## config.mk

```make
export PLATFORM = sky130hd
export DESIGN_NAME = fetch_ctrl
export DESIGN_NICKNAME = d
export VERILOG_FILES = /design/src/rtl/fetch_ctrl.sv
export SDC_FILE = /design/constraint.sdc
export NUM_CORES = 1
export LEC_CHECK = 0
export CAP_MARGIN = 5
export CORE_UTILIZATION = 37
export CTS_CLUSTER_DIAMETER = 150
export DETAILED_ROUTE_END_ITERATION = 10
export GPL_ROUTABILITY_DRIVEN = 1
export PLACE_DENSITY = 0.73
export SYNTH_ARGS = -nofsm -noshare
export SYNTH_HDL_FRONTEND = slang
export SYNTH_SLANG_ARGS = --single-unit
```

## constraint.sdc

```tcl
create_clock -name clk -period 1.5 [get_ports clk]
set_input_delay 0.225 -clock clk [delete_from_list [all_inputs] [get_ports clk]]
set_output_delay 0.225 -clock clk [all_outputs]
set_load 0.01 [all_outputs]
```

## src/rtl/fetch_ctrl.sv

```systemverilog
// fetch_ctrl: instruction-fetch sequencer for a combinational instruction memory.
// Holds the byte-addressed PC, drives the word address, and captures fetched
// instructions into a one-entry valid/ready register toward decode. Applies
// redirects from execute (flushing the stale entry) and supports halting.
// Optional build macro MISALIGN_TRAP_EN: a redirect whose target is not
// word-aligned enters a TRAP state and raises fetch_fault until reset.
// Without it, the target's low two bits are ignored.
module fetch_ctrl #(
    parameter int              alen     = 6,
    parameter int              ilen     = 32,
    parameter logic [alen+1:0] RESET_PC = '0
) (
    input  logic            clk,
    input  logic            reset,
    output logic [alen-1:0] imem_addr,
    input  logic [ilen-1:0] imem_instr,
    input  logic            redirect,
    input  logic [alen+1:0] redirect_pc,
    input  logic            halt_req,
    output logic [ilen-1:0] instr,
    output logic [alen+1:0] instr_pc,
    output logic            instr_valid,
    input  logic            instr_ready,
    output logic            halted,
    output logic            fetch_fault
);

`ifdef MISALIGN_TRAP_EN
    typedef enum logic [1:0] {BOOT, RUN, HALT, TRAP} state_t;
`else
    typedef enum logic [1:0] {BOOT, RUN, HALT} state_t;
`endif

    state_t          state_q, state_d;
    logic [alen+1:0] pc_q, pc_d;
    logic [ilen-1:0] instr_q, instr_d;
    logic [alen+1:0] instr_pc_q, instr_pc_d;
    logic            valid_q, valid_d;
    logic            load;
    logic [alen+1:0] target_pc;

    // Redirect targets are always forced onto a word boundary.
    assign target_pc = {redirect_pc[alen+1:2], 2'b00};
    // The output register can take new data when empty or being drained now.
    assign load      = !valid_q || instr_ready;

`ifdef MISALIGN_TRAP_EN
    logic fault_q, fault_d;
    logic misaligned;
    assign misaligned  = |redirect_pc[1:0];
    assign fetch_fault = fault_q;
`else
    // Low target bits are deliberately discarded in this build.
    logic unused_target_lsbs;
    assign unused_target_lsbs = ^redirect_pc[1:0];
    assign fetch_fault        = 1'b0;
`endif

    assign imem_addr   = pc_q[alen+1:2];
    assign instr       = instr_q;
    assign instr_pc    = instr_pc_q;
    assign instr_valid = valid_q;
    assign halted      = (state_q == HALT);

    // Next-state logic: redirect beats halt, halt beats capture, else hold.
    always_comb begin
        state_d    = state_q;
        pc_d       = pc_q;
        instr_d    = instr_q;
        instr_pc_d = instr_pc_q;
        valid_d    = valid_q;
`ifdef MISALIGN_TRAP_EN
        fault_d    = fault_q;
`endif
        case (state_q)
            BOOT: begin
                state_d = RUN;
            end
            RUN: begin
                if (redirect) begin
                    valid_d = 1'b0;
`ifdef MISALIGN_TRAP_EN
                    if (misaligned) begin
                        state_d = TRAP;
                        fault_d = 1'b1;
                    end else begin
                        pc_d = target_pc;
                    end
`else
                    pc_d = target_pc;
`endif
                end else if (halt_req) begin
                    state_d = HALT;
                    if (instr_ready) valid_d = 1'b0;
                end else if (load) begin
                    instr_d    = imem_instr;
                    instr_pc_d = pc_q;
                    valid_d    = 1'b1;
                    pc_d       = pc_q + (alen+2)'(4);
                end
            end
            HALT: begin
                if (redirect) begin
                    valid_d = 1'b0;
`ifdef MISALIGN_TRAP_EN
                    if (misaligned) begin
                        state_d = TRAP;
                        fault_d = 1'b1;
                    end else begin
                        state_d = RUN;
                        pc_d    = target_pc;
                    end
`else
                    state_d = RUN;
                    pc_d    = target_pc;
`endif
                end else if (instr_ready) begin
                    valid_d = 1'b0;
                end
            end
            default: begin
                // TRAP (or an unreachable encoding): frozen until reset.
                state_d = state_q;
            end
        endcase
    end

    // State registers; reset overrides every other condition.
    always_ff @(posedge clk) begin
        if (reset) begin
            state_q    <= BOOT;
            pc_q       <= RESET_PC;
            instr_q    <= '0;
            instr_pc_q <= '0;
            valid_q    <= 1'b0;
        end else begin
            state_q    <= state_d;
            pc_q       <= pc_d;
            instr_q    <= instr_d;
            instr_pc_q <= instr_pc_d;
            valid_q    <= valid_d;
        end
    end

`ifdef MISALIGN_TRAP_EN
    // Sticky fault flag, cleared only by reset.
    always_ff @(posedge clk) begin
        if (reset) fault_q <= 1'b0;
        else       fault_q <= fault_d;
    end
`endif

endmodule
```

==> flow_summary.toml <==
[run_status]
status = "complete, no violations"

[floorplan]
core_area_um2 = 5140
die_w_um = 75.5
die_area_um2 = 5700
fp.dieH_um = 75.5
pin_count = 94
fp-row-count = 26
start_util = 0.389

[grt]
grt_usage = 0.179
grt_max_degree = 39
grt_antenna_before_repair = 0
grt_pass1_wl_um = 7660
gr-total-overflow = 0
grt_pass1_vias = 1728

[sta]
hold_viol_final = 0
slew_viol_final = 0
maxClockFrequency_ghz = 0.679
fin_crit_sh = 0.982
setup_viol = 0
setup_ws_ns = 0.0265
post-route-min-period_ns = 1.47
hold_slack_ns = 0.299
fin_worst_skew_ns = 0.00680

[final_layout]
utilization = 0.623
area_growth_pct = 60.1
antenna_cells = 0
final_nets = 393
nFillCells = 489
final_cells = 413
design_area_um2 = 3200
drive_above_1_share = 0.155

[placed_design]
dp_hpwl_um = 3610
place.gp.congestion = 0.789
dp.cells = 401
placed_area_um2 = 2980
pre_cts_ws_ns = -0.223
port-buffer-count = 88

[worst_setup_path]
critPathMaxStageDelay_ns = 0.55
end_kind = "primary output"
r2r_start = "state_q[1]"
crit_type = "reg -> out"
worstPathCellList = "clkdlybuf4s50_1"
worstPathMaxFanout = 6
startpoint_type = "flop"
cp.arrival_ns = 1.25
r2r_slack_ns = 0.06
worstPathBufferInverterCount = 1
cp_top_family = "buffers and inverters"
r2r_cells = 6
slowest_stage = "clkdlybuf4s50_1"
worstPathRequired_ns = 1.27
timing.rr.end = "pc_q[4]"

[logic_synthesis]
ys_seq_area_frac = 0.471
synthArstFlopShare = 0
synth_area_um2 = 2000
yosys_register_bits = 47
synth_edf_count = 0
yosys.cell_types.count = 41
synth-simple-area-share = 0.222
synth_compound_area_frac = 0.189
synth-main-ff-cell = "dfxtp_1"
synthMuxAreaShare = 0.0150
synthXorXnorAreaFrac = 0
yosys.area_share.adder = 0.0313
synthCells = 245
avgSynthCellArea_um2 = 8.16
yosysWarnings = 0
synth_top_family_by_area = "simple AND/OR/NAND/NOR gates"

[min_path]
hp-start = "reset"
hold_path_depth = 2
hold_class = "in -> reg"
hold_end = "instr_valid"

[clock_tree]
cts_made_buffers = 5
clock_latency_ns = 0.30
clockBufferDepth = 2
cts.sinks = 47
cts_tree = "done"
ctsHoldBuffers = 0
h-tree-depth = 2
clkTransAtPathRegs_ns = 0.08
cts_root_buf = "clkbuf_8"

[power]
ir_worst_vdd_mv = 0.384
p_per_area_nw_per_um2 = 871
power.leakage_nw = 1.16

[flow_run]
maxCapViolations = 0

[detailed_routing]
vias_per_cell = 4.85
drtPass1Iterations = 4
first_iter_violations = 49
vias = 2002
drtAntennaViolNets = 0
wl_um = 5570
avgRoutedWirePerCell_um = 13.5
route.detailed.drc = 0
==> worst max-delay path by stage <==
stage,from,end,slack [ns],depth (start not counted)
finish,pc_q[4],imem_addr[2],0.03,1
global route,state_q[1],instr_pc[3],-0.003,7
CTS,instr_valid,instr_valid,0.003,1
detailed placement,redirect,instr[27],-0.22,7
global placement,redirect,pc_q[7],-0.16,5
floorplan,state_q[0],pc_q[4],0.03,7
==> cell type report <==
| cell class | count | area [µm²] | share of cell area |
|---|---|---|---|
| timing repair buffer | 106 | 1070 | 0.335 |
| multi-input combinational | 179 | 987 | 0.308 |
| sequential | 47 | 953 | 0.298 |
| tap | 70 | 87.6 | 0.0274 |
| clock buffer | 6 | 82.6 | 0.0258 |
| inverter | 4 | 15.0 | 0.00469 |
| clock inverter | 1 | 5.00 | 0.00156 |
==> logic make-up after synthesis <==
logic type,after synthesis
adders and majority gates,5
DFF,47
other,1
muxes,3
and+or+nand+nor,104
AOI/OAI and AO/OA,63
buffers and inverters,22
==> through the flow <==
stage,setup TNS (ns),power [W]
6_report,0,0.00279
4_1_cts,0,0.00279
2_1_floorplan,0,0.00168
3_5_place_dp,-8.35,0.00199
3_3_place_gp,-6.13,0.00198
5_1_grt,-0.00498,0.00293
==> report_power, final <==
part	switching, W	total (W)	leakage, nW	internal (W)
logic	0.000289	0.000658	0.731	0.000370
clock network	0.000404	0.000766	0.0470	0.000362
registers	0.0000515	0.00136	0.384	0.00131
==> sequential cells by signal, summed over array words and instances (netlist names) <==
register / count
instr: 32
instr_pc: 6
pc_q: 6
state_q: 2
instr_valid: 1
==> cell usage in the layout, fill, tap and decap left out, types with 2 or more instances in the layout <==
master,count
a211oi_2,2
a21oi_1,42
a21oi_2,3
buf_12,2
buf_4,13
clkbuf_8,6
clkdlybuf4s50_1,84
conb_1,3
dfxtp_1,41
dfxtp_2,4
dfxtp_4,2
dlygate4sd2_1,2
ha_1,3
inv_1,2
inv_2,2
mux2i_1,3
nand2_1,78
nand2b_1,2
nand3_1,3
nor2_1,6
nor2b_1,2
nor3_1,2
o21ai_1,4
or2_2,2
or2_4,2
==> metal layers <==
layer	GRT usage	wire, µm	vias up
met5	0	0	-
li1	-	-	1008
met3	0.0463	367	7
met2	0.318	2700	60
met1	0.207	2430	927
met4	0.0679	66	0
==> what timing repair did <==
item,4_1_cts,5_1_grt
setup endpoints to repair,46,43
cloned,1,2
pin swaps,0,8
gates resized for setup,9,16
setup buffers,1,1
==> synthesized netlist by cell type, types with 2 or more instances <==
library cell	instances	area (µm²)
clkbuf_1	4	15.0
nand2b_1	2	12.5
buf_4	6	45.0
or2_2	2	12.5
dfxtp_1	47	941
mux2i_1	3	30.0
nor2_1	6	22.5
nor3_1	2	10.0
and3_1	2	12.5
o21ai_1	3	15.0
ha_1	5	62.6
buf_2	4	20.0
a211oi_1	2	15.0
nor2b_1	2	12.5
buf_6	2	22.5
o21ai_0	2	10.0
nand3_1	4	20.0
nand2_1	78	293
a21oi_1	44	220
inv_1	4	15.0
Note: power is estimated with default switching activity, not from simulation.
